### config.mk
export PLATFORM = sky130hd
export DESIGN_NAME = iosys_romstream_flat
export DESIGN_NICKNAME = d
export VERILOG_FILES = /design/src/rtl/iosys_romstream_if.sv /design/src/rtl/iosys_romstream.sv /design/src/flat_wrapper.sv
export SDC_FILE = /design/constraint.sdc
export NUM_CORES = 1
export LEC_CHECK = 0
export ABC_AREA = 1
export ABC_CLOCK_PERIOD_IN_PS = 7100
export BUFFER_PORTS_ARGS = -buffer_cell sky130_fd_sc_hd__buf_2
export CAP_MARGIN = 10
export CORE_MARGIN = 2
export CORE_UTILIZATION = 50
export CTS_BUF_LIST = sky130_fd_sc_hd__clkbuf_2 sky130_fd_sc_hd__clkbuf_4 sky130_fd_sc_hd__clkbuf_8
export DETAILED_ROUTE_END_ITERATION = 16
export GPL_ROUTABILITY_DRIVEN = 0
export HOLD_SLACK_MARGIN = 0.08
export PLACE_DENSITY = 0.73
export SLEW_MARGIN = 20
export SYNTH_ARGS = -nofsm -noshare
export SYNTH_HDL_FRONTEND = slang
export SYNTH_SLANG_ARGS = --single-unit
### constraint.sdc
create_clock -name clk -period 7.1 [get_ports clk]
set_clock_uncertainty 0.15 [all_clocks]
set_input_delay 1.42 -clock clk [delete_from_list [all_inputs] [get_ports clk]]
set_output_delay 1.42 -clock clk [all_outputs]
set_load 0.1 [all_outputs]
### src/rtl/iosys_romstream_if.sv
// ---------------------------------------------------------------------------
// iosys_romstream_if
// Bundles the softcore register-bus side (ROM-load ctrl/data/status) and the
// ROM-loader byte stream side of iosys_romstream.
//   reg_ctrl_we   : ctrl register write strobe            (master -> slave)
//   reg_data_we   : data register write strobe            (master -> slave)
//   reg_di        : register write data, 32 bits          (master -> slave)
//   rom_ready     : loader can take the next byte         (master -> slave)
//   reg_data_wait : data write not accepted, CPU holds    (slave -> master)
//   reg_status_do : status word                           (slave -> master)
//   byte_count    : bytes emitted since last start        (slave -> master)
//   rom_loading   : load in progress                      (slave -> master)
//   rom_do        : byte data                             (slave -> master)
//   rom_do_valid  : byte strobe                           (slave -> master)
// ---------------------------------------------------------------------------
interface iosys_romstream_if;
   logic        reg_ctrl_we;
   logic        reg_data_we;
   logic [31:0] reg_di;
   logic        reg_data_wait;
   logic [31:0] reg_status_do;
   logic [31:0] byte_count;
   logic        rom_loading;
   logic [7:0]  rom_do;
   logic        rom_do_valid;
   logic        rom_ready;

   modport master (
      output reg_ctrl_we, reg_data_we, reg_di, rom_ready,
      input  reg_data_wait, reg_status_do, byte_count, rom_loading,
             rom_do, rom_do_valid
   );

   modport slave (
      input  reg_ctrl_we, reg_data_we, reg_di, rom_ready,
      output reg_data_wait, reg_status_do, byte_count, rom_loading,
             rom_do, rom_do_valid
   );
endinterface

### src/rtl/iosys_romstream.sv
// ---------------------------------------------------------------------------
// iosys_romstream
// Word FIFO plus byte serialiser feeding the core's ROM loader. The CPU starts
// a load through the ctrl register, pushes WORD_BYTES-byte words through the
// data register (stalled by reg_data_wait when the FIFO is full) and requests
// finish; rom_loading stays high until everything queued has been emitted.
// Bytes go out LSB first, each strobed for VALID_CYCLES cycles followed by
// GAP_CYCLES idle cycles, and only start while rom_ready is high.
// Ports:
//   clk    : system clock
//   resetn : asynchronous active-low reset
//   bus    : iosys_romstream_if.slave (register bus + ROM byte stream)
// ---------------------------------------------------------------------------
module iosys_romstream #(
   parameter int FIFO_DEPTH   = 8,
   parameter int WORD_BYTES   = 4,
   parameter int VALID_CYCLES = 2,
   parameter int GAP_CYCLES   = 2
) (
   input  logic               clk,
   input  logic               resetn,
   iosys_romstream_if.slave   bus
);

   localparam int AW = (FIFO_DEPTH > 1) ? $clog2(FIFO_DEPTH) : 1;
   localparam int CW = AW + 1;
   localparam int WW = 8 * WORD_BYTES;

   typedef enum logic [1:0] {ST_IDLE, ST_STROBE, ST_GAP} state_t;

   state_t        r_state;
   state_t        w_state_nxt;
   logic [3:0]    r_timer;
   logic [3:0]    w_timer_nxt;

   logic [WW-1:0] r_fifo [FIFO_DEPTH];
   logic [AW-1:0] r_wr_ptr;
   logic [AW-1:0] r_rd_ptr;
   logic [CW-1:0] r_count;

   logic [WW-1:0] r_word;
   logic [2:0]    r_bytes_left;

   logic          r_loading;
   logic          r_finish_pending;
   logic          r_rom_do_valid;
   logic [7:0]    r_rom_do;
   logic [31:0]   r_byte_count;

   logic          w_start;
   logic          w_finish_req;
   logic          w_full;
   logic          w_empty;
   logic          w_data_en;
   logic          w_push;
   logic          w_byte_avail;
   logic          w_launch;
   logic          w_strobe_end;
   logic          w_pop;
   logic          w_done;
   logic          w_busy;
   logic [WW-1:0] w_head;
   logic          w_unused_di;

   assign w_start      = bus.reg_ctrl_we && (bus.reg_di[7:0] == 8'd1);
   assign w_finish_req = bus.reg_ctrl_we && (bus.reg_di[7:0] == 8'd0) && r_loading;

   // Full/empty come from the registered count only, so a pop in this cycle
   // never makes room for a push in the same cycle.
   assign w_full  = (r_count == CW'(FIFO_DEPTH));
   assign w_empty = (r_count == '0);

   // A ctrl write in the same cycle always wins over the data write.
   assign w_data_en         = bus.reg_data_we && !bus.reg_ctrl_we && r_loading && !r_finish_pending;
   assign w_push            = w_data_en && !w_full;
   assign bus.reg_data_wait = w_data_en && w_full;

   // An incoming word can be launched straight away when the FIFO is empty,
   // giving the first strobe one cycle after the write.
   assign w_byte_avail = (r_bytes_left != 3'd0) || !w_empty || w_push;
   assign w_head       = w_empty ? bus.reg_di[WW-1:0] : r_fifo[r_rd_ptr];
   assign w_pop        = w_launch && (r_bytes_left == 3'd0);

   assign w_done = r_finish_pending && w_empty && (r_state == ST_IDLE) && (r_bytes_left == 3'd0);
   assign w_busy = (r_state != ST_IDLE) || (r_bytes_left != 3'd0);

   assign w_unused_di = ^bus.reg_di;

   // Serialiser next state. The last GAP cycle (or last STROBE cycle when
   // there is no gap) behaves like IDLE so the byte period is exactly
   // VALID_CYCLES + GAP_CYCLES.
   always_comb begin
      w_state_nxt  = r_state;
      w_timer_nxt  = r_timer;
      w_launch     = 1'b0;
      w_strobe_end = 1'b0;
      case (r_state)
         ST_IDLE: begin
            w_launch = bus.rom_ready && w_byte_avail;
         end
         ST_STROBE: begin
            if (r_timer == 4'd0) begin
               w_strobe_end = 1'b1;
               if (GAP_CYCLES == 0) begin
                  w_state_nxt = ST_IDLE;
                  w_launch    = bus.rom_ready && w_byte_avail;
               end else begin
                  w_state_nxt = ST_GAP;
                  w_timer_nxt = 4'(GAP_CYCLES - 1);
               end
            end else begin
               w_timer_nxt = r_timer - 4'd1;
            end
         end
         ST_GAP: begin
            if (r_timer == 4'd0) begin
               w_state_nxt = ST_IDLE;
               w_launch    = bus.rom_ready && w_byte_avail;
            end else begin
               w_timer_nxt = r_timer - 4'd1;
            end
         end
         default: begin
            w_state_nxt = ST_IDLE;
         end
      endcase
      if (w_launch) begin
         w_state_nxt = ST_STROBE;
         w_timer_nxt = 4'(VALID_CYCLES - 1);
      end
   end

   always_ff @(posedge clk or negedge resetn) begin
      if (!resetn) begin
         r_state <= ST_IDLE;
         r_timer <= 4'd0;
      end else if (w_start) begin
         r_state <= ST_IDLE;
         r_timer <= 4'd0;
      end else begin
         r_state <= w_state_nxt;
         r_timer <= w_timer_nxt;
      end
   end

   always_ff @(posedge clk or negedge resetn) begin
      if (!resetn) begin
         r_loading        <= 1'b0;
         r_finish_pending <= 1'b0;
         r_rom_do_valid   <= 1'b0;
         r_rom_do         <= 8'd0;
         r_byte_count     <= 32'd0;
         r_wr_ptr         <= '0;
         r_rd_ptr         <= '0;
         r_count          <= '0;
         r_bytes_left     <= 3'd0;
      end else if (w_start) begin
         // Fresh start, also when already loading: flush everything queued.
         r_loading        <= 1'b1;
         r_finish_pending <= 1'b0;
         r_rom_do_valid   <= 1'b0;
         r_byte_count     <= 32'd0;
         r_wr_ptr         <= '0;
         r_rd_ptr         <= '0;
         r_count          <= '0;
         r_bytes_left     <= 3'd0;
      end else begin
         if (w_finish_req) begin
            r_finish_pending <= 1'b1;
         end
         if (w_done) begin
            r_loading        <= 1'b0;
            r_finish_pending <= 1'b0;
         end
         if (w_push) begin
            r_wr_ptr <= r_wr_ptr + AW'(1);
         end
         if (w_pop) begin
            r_rd_ptr <= r_rd_ptr + AW'(1);
         end
         r_count <= r_count + CW'(w_push) - CW'(w_pop);
         if (w_launch) begin
            r_rom_do_valid <= 1'b1;
            if (r_bytes_left != 3'd0) begin
               r_rom_do     <= r_word[7:0];
               r_bytes_left <= r_bytes_left - 3'd1;
            end else begin
               r_rom_do     <= w_head[7:0];
               r_bytes_left <= 3'(WORD_BYTES - 1);
            end
         end else if (w_strobe_end) begin
            r_rom_do_valid <= 1'b0;
         end
         if (w_strobe_end) begin
            r_byte_count <= r_byte_count + 32'd1;
         end
      end
   end

   // Word storage holds no control state and needs no reset.
   always_ff @(posedge clk) begin
      if (w_push) begin
         r_fifo[r_wr_ptr] <= bus.reg_di[WW-1:0];
      end
      if (w_launch) begin
         r_word <= (r_bytes_left != 3'd0) ? (r_word >> 8) : (w_head >> 8);
      end
   end

   assign bus.rom_loading   = r_loading;
   assign bus.rom_do        = r_rom_do;
   assign bus.rom_do_valid  = r_rom_do_valid;
   assign bus.byte_count    = r_byte_count;
   assign bus.reg_status_do = {16'd0, 8'(r_count), 3'd0, r_finish_pending,
                               w_busy, w_empty, w_full, r_loading};

endmodule

### src/flat_wrapper.sv
// flat-port wrapper written by rule: the top's interface ports become plain ports
module iosys_romstream_flat 
#(
   parameter int FIFO_DEPTH   = 8,
   parameter int WORD_BYTES   = 4,
   parameter int VALID_CYCLES = 2,
   parameter int GAP_CYCLES   = 2
)
  (clk, resetn, bus_reg_ctrl_we, bus_reg_data_we, bus_reg_di, bus_rom_ready, bus_reg_data_wait, bus_reg_status_do, bus_byte_count, bus_rom_loading, bus_rom_do, bus_rom_do_valid);
  iosys_romstream_if bus_i ();
  input  logic clk;
  input  logic resetn;
  input wire logic [$bits(bus_i.reg_ctrl_we)-1:0] bus_reg_ctrl_we;
  input wire logic [$bits(bus_i.reg_data_we)-1:0] bus_reg_data_we;
  input wire logic [$bits(bus_i.reg_di)-1:0] bus_reg_di;
  input wire logic [$bits(bus_i.rom_ready)-1:0] bus_rom_ready;
  output wire logic [$bits(bus_i.reg_data_wait)-1:0] bus_reg_data_wait;
  output wire logic [$bits(bus_i.reg_status_do)-1:0] bus_reg_status_do;
  output wire logic [$bits(bus_i.byte_count)-1:0] bus_byte_count;
  output wire logic [$bits(bus_i.rom_loading)-1:0] bus_rom_loading;
  output wire logic [$bits(bus_i.rom_do)-1:0] bus_rom_do;
  output wire logic [$bits(bus_i.rom_do_valid)-1:0] bus_rom_do_valid;
  assign bus_i.reg_ctrl_we = bus_reg_ctrl_we;
  assign bus_i.reg_data_we = bus_reg_data_we;
  assign bus_i.reg_di = bus_reg_di;
  assign bus_i.rom_ready = bus_rom_ready;
  assign bus_reg_data_wait = bus_i.reg_data_wait;
  assign bus_reg_status_do = bus_i.reg_status_do;
  assign bus_byte_count = bus_i.byte_count;
  assign bus_rom_loading = bus_i.rom_loading;
  assign bus_rom_do = bus_i.rom_do;
  assign bus_rom_do_valid = bus_i.rom_do_valid;
  iosys_romstream #(.FIFO_DEPTH(FIFO_DEPTH), .WORD_BYTES(WORD_BYTES), .VALID_CYCLES(VALID_CYCLES), .GAP_CYCLES(GAP_CYCLES)) u_core (.clk(clk), .resetn(resetn), .bus(bus_i));
endmodule
==> results.md <==
- The total placed cells including tap cells is 1857.
- After technology mapping, the gate count stands at ~1400.
- The number of max-slew violations in the final report is 0.
- Counting I/O delays and the setup requirement, the final critical path takes 4.06 ns.
- Gates resized during post-CTS repair numbered 0.
- The synthesized design contains around 340 register bits.
- The multi-input combinational cell area is about 4500 um2.
- The total detailed-routing wirelength is 33900 um.
- Dividing the synthesized area by the synthesized cell count gives 10.6 um2.
- Setup repair after global routing left no endpoint under its margin.
- Setup violations remaining at the end of the flow were counted as 0.
- The final number of hold-violating endpoints is 0.
- In this run the number of H-tree levels came out at 2.
- Across the whole layout, storage elements account for ~10000 um2.
- The fraction of synthesis flops using an asynchronous set or reset pin is 0.181.
- The height of the chip is 179 um.
- The type of the tightest min-delay check is register to register.
- Counting cells, the worst reg-to-reg path comes to 13.
- The starting utilization of the core area is 0.511.
- Once detail routing completed, the nets flagged for antenna violations numbered 0.
- The fraction of the core area covered by cells at the end of the flow is 0.574.
- The leading register cell type out of synthesis is sky130_fd_sc_hd__edfxtp_1.
- The routed via count is ~11000.
- The number of antenna violations at the first check in global routing came to 4.
- Dividing the final minimum period by the clock period gives 0.572.
- The number of enable flip-flop cells after synthesis is 280.
- The type of the worst setup path is register to primary output.
- Broken down by cell family, the worst path's largest delay share belongs to buffers and inverters.
- The critical-path maximum fanout is 27.
- After detailed placement, the total cell area comes to about 16000 um2.
- The netlist uses 40 different library cells.
- The end of the worst hold path is u_core.bus.rom_do_valid.
- Summing every instance area after synthesis gives around 15000 um2.
- After global routing the overflow that remains totals 0.
- The average wire per standard cell is 17.2 um.
- After clock tree synthesis, the setup repair step added 0 buffers.
- The total of warnings raised by yosys is 0.
- Compared with the post-synthesis result, the final layout area differs by 12.4%.
- The global-route wire length before repair is 53500 um.
- After legalization and detailed placement, the total HPWL measured 20100 um.
- The standard cell core area is 29900 um2.
- Headroom to the max-slew limit came out at 0.295.
- VDD sags by at most approximately 0.00026 V.
- The total number of clock tree sinks is 342.
- In this run the power spent charging and discharging nets is 2.59 mW.
- The cell type with the highest occurrence count on the critical path is sky130_fd_sc_hd__inv_1.
- The depth of the worst hold-timing path is 2.
- In this run, the number of DRC markers left after iteration 0 of detailed routing was 1108.
- The worst endpoint data arrival time is 2.49 ns.
- The floorplan step defined a die boundary enclosing 32000 um2.
- Before antenna repair, the detailed router went through 5 iterations.
- In this run the register-to-register setup slack is 3.69 ns.
- The clock tree root driver cell is sky130_fd_sc_hd__clkbuf_8.
- The startpoint identified for the worst register-to-register timing path is u_core.r_bytes_left[0].
- The global-route usage over all layers is 0.214.
- Of the total power, combinational logic draws 0.342.
- The final-layout worst hold slack is between 0.3 and 0.4 ns.
- Traced cell by cell, the critical path runs through inv_1 > ha_1 > nand2_2 > inv_1 > nand2_1 > buf_2.
- The number of global-route vias before repair came to 10200.
- Setup slack closes at 3.04 ns.
- In this run the most critical hold path is launched from u_core.bus.rom_do_valid.
- The pin count of the biggest net entering global routing is 107.
- Measured along the x axis, the die boundary spans 179 um.
- The total CTS buffers is 56.
- STA puts the critical path data required time at roughly 5.5 ns.
- Once layout is complete, the cells apart from fillers number roughly 2000.
- Clock latency on the worst-skew pair, taken at its later pin, is 0.61 ns.
- The internal portion of the total power is 3.97 mW.
- Buffers inserted to repair hold after CTS numbered 0.
- The final sum of negative setup slack is 0 ns.
- Dividing total power by cell area gives a power density of 382 nW/um2.
- The proportion of layout cells with a drive suffix above 1 is 0.150.
- The leakage component of the power is 6.64 nW.
- The maximum buffer depth of the clock tree is 3.
- Max-cap violations in this run came to 0.
- TritonCTS built the clock tree.
- The type of element launching the critical path is a register.
- The largest stage delay on the critical path is roughly 0.49 ns.
- The number of nets in the finished design is 1586.
- After clock tree synthesis, the clock-pin slew on the worst setup and hold paths is 0.06 ns.
- The share of the Yosys chip area taken by registers is 0.652.
- Among all stages on the critical path, the largest delay is contributed by sky130_fd_sc_hd__nand2_2.
- The endpoint identified for the worst register-to-register timing path is u_core.r_count[2].
- The transition time at the pin with the least slew margin is 1.06 ns.
- Once layout is done, the placed cells without fillers occupy 17200 um2.
- The number of filler cells placed in the layout is 2425.
- The clock network power share is 0.262.
- OpenSTA, run right after detailed placement, puts the worst setup slack at 3.19 ns.
- Counting both buffers and inverters, the worst setup path holds a total of 3.
- The count of input and output buffers is 88.
- For this run, design rule violations remaining after detail routing come to 0.
- The I/O pin total is 112.
- Dividing the detail-routed via count by the number of cells gives 5.45.
- The proportion of total power due to net switching is 0.395.
- The maximum frequency from static timing analysis is 246 MHz.
- STA classifies the critical path endpoint as a primary output.
- The flow ran to the end, and the final reports show no timing, DRC or antenna violations.
- The overall power is 6.56 mW.
- The share of total power dissipated in sequential elements is 0.396.
- The site row count is 63.
-- how the worst max path moves through the flow --
stage,cells after the start,from,slack (ns),endpoint
finish,6,u_core.r_bytes_left[0],3.04,bus_reg_status_do[3]
floorplan,3,bus_reg_ctrl_we,1.93,bus_reg_data_wait
detailed placement,8,bus_reg_ctrl_we,3.19,u_core.r_fifo[4][23]
global placement,5,bus_reg_ctrl_we,3.25,bus_reg_data_wait
CTS,6,u_core.r_bytes_left[0],3.01,bus_reg_status_do[3]
global route,6,u_core.r_bytes_left[0],2.87,bus_reg_status_do[3]
-- worst register-to-register path: stages (launching register included) --
cell                      delay, ns
sky130_fd_sc_hd__dfrtp_1       0.37
sky130_fd_sc_hd__inv_1         0.11
sky130_fd_sc_hd__ha_1          0.18
sky130_fd_sc_hd__nand2_2       0.38
sky130_fd_sc_hd__nor2_8        0.56
sky130_fd_sc_hd__nand2_2       0.13
sky130_fd_sc_hd__nand3_1       0.18
sky130_fd_sc_hd__inv_1         0.12
sky130_fd_sc_hd__ha_1          0.28
sky130_fd_sc_hd__inv_1         0.04
sky130_fd_sc_hd__ha_1          0.19
sky130_fd_sc_hd__fa_1          0.38
sky130_fd_sc_hd__xnor2_1       0.16
sky130_fd_sc_hd__nor2_1        0.06
-- metal layers --
metal / track usage / up-vias / part of all wire
met4: 0.0728 / 4 / 0.024
met3: 0.0418 / 68 / 0.072
met2: 0.348 / 423 / 0.47
met5: 0 / - / 0.00062
li1: - / 5113 / -
met1: 0.291 / 5122 / 0.43
-- cells in the mapped netlist, types with 3 or more instances --
library cell,count,share of area
sky130_fd_sc_hd__nor2_1,288,0.071
sky130_fd_sc_hd__o21ai_0,155,0.051
sky130_fd_sc_hd__buf_6,7,0.0052
sky130_fd_sc_hd__o211ai_1,40,0.020
sky130_fd_sc_hd__nor2_2,6,0.0025
sky130_fd_sc_hd__a21oi_1,18,0.0059
sky130_fd_sc_hd__nand3_2,3,0.0020
sky130_fd_sc_hd__o221ai_1,8,0.0046
sky130_fd_sc_hd__buf_4,35,0.017
sky130_fd_sc_hd__xor2_1,4,0.0023
sky130_fd_sc_hd__edfxtp_1,280,0.55
sky130_fd_sc_hd__nand4_1,18,0.0074
sky130_fd_sc_hd__o22ai_1,3,0.0012
sky130_fd_sc_hd__inv_1,90,0.022
sky130_fd_sc_hd__dfrtp_1,62,0.10
sky130_fd_sc_hd__nand3_1,96,0.031
sky130_fd_sc_hd__nor2_4,3,0.0022
sky130_fd_sc_hd__nor3_1,9,0.0029
sky130_fd_sc_hd__nand2_2,8,0.0033
sky130_fd_sc_hd__ha_1,17,0.014
sky130_fd_sc_hd__a21oi_2,8,0.0046
sky130_fd_sc_hd__clkbuf_1,23,0.0057
sky130_fd_sc_hd__buf_2,24,0.0079
sky130_fd_sc_hd__nand2_1,211,0.052
-- power by group through the flow --
| stage | clock, mW | sequential, mW | combinational (mW) |
|---|---|---|---|
| 6_report | 1.72 | 2.60 | 2.24 |
| 5_1_grt | 1.85 | 2.62 | 2.48 |
| 4_1_cts | 1.75 | 2.60 | 2.23 |
| 3_5_place_dp | 0 | 2.64 | 2.22 |
| 3_3_place_gp | 0 | 2.63 | 2.17 |
| 2_1_floorplan | 0 | 2.96 | 1.41 |
-- flip-flops by register name, indices dropped and copies added (netlist names) --
name	cells
u_core.bus.rom_do_valid	1
u_core.bus.rom_loading	1
u_core.bus.byte_count	32
u_core.r_timer	4
u_core.r_bytes_left	3
u_core.r_rd_ptr	3
u_core.r_word	24
u_core.r_wr_ptr	3
u_core.r_state	2
u_core.r_fifo	256
u_core.bus.rom_do	8
u_core.r_finish_pending	1
u_core.r_count	4
-- cells by family (layout without fill, tap and decap cells) --
group / after synthesis / in the layout / share of synthesized area
and+or+nand+nor: 650 / 650 / 0.180
xor gates and xnor gates: 6 / 6 / 0.00344
AOI/OAI and AO/OA: 235 / 235 / 0.0880
other: 1 / 25 / 0.000246
DFF: 342 / 342 / 0.652
buffers and inverters: 185 / 303 / 0.0607
adders and majority gates: 18 / 18 / 0.0152
-- layout make-up --
cell class | count | area share
clock buffers | 75 | 0.0532
inverters | 92 | 0.0202
well taps | 390 | 0.0284
diodes | 2 | 0.000292
flip-flops and latches | 342 | 0.581
multi-input cells | 932 | 0.264
repair buffers | 107 | 0.0405
clock inverters | 29 | 0.0131
-- layout by cell type, fill, tap and decap left out, types with 7 or more instances in the layout --
master / netlist / routed
sky130_fd_sc_hd__o221ai_1: 8 / 8
sky130_fd_sc_hd__nor2_4: 3 / 9
sky130_fd_sc_hd__nand2_1: 211 / 211
sky130_fd_sc_hd__ha_1: 17 / 17
sky130_fd_sc_hd__buf_4: 35 / 13
sky130_fd_sc_hd__dfrtp_1: 62 / 60
sky130_fd_sc_hd__o21ai_0: 155 / 155
sky130_fd_sc_hd__clkinv_1: 0 / 18
sky130_fd_sc_hd__nand3_1: 96 / 96
sky130_fd_sc_hd__nor2_1: 288 / 282
sky130_fd_sc_hd__edfxtp_1: 280 / 280
sky130_fd_sc_hd__nor3_1: 9 / 7
sky130_fd_sc_hd__a21oi_2: 8 / 8
sky130_fd_sc_hd__clkbuf_4: 0 / 19
sky130_fd_sc_hd__clkbuf_8: 0 / 56
sky130_fd_sc_hd__o211ai_1: 40 / 40
sky130_fd_sc_hd__nand4_1: 18 / 18
sky130_fd_sc_hd__nand2_2: 8 / 8
sky130_fd_sc_hd__conb_1: 1 / 23
sky130_fd_sc_hd__buf_2: 24 / 88
sky130_fd_sc_hd__a21oi_1: 18 / 18
sky130_fd_sc_hd__inv_1: 90 / 90
No activity file was read; power rests on OpenSTA's default activity.
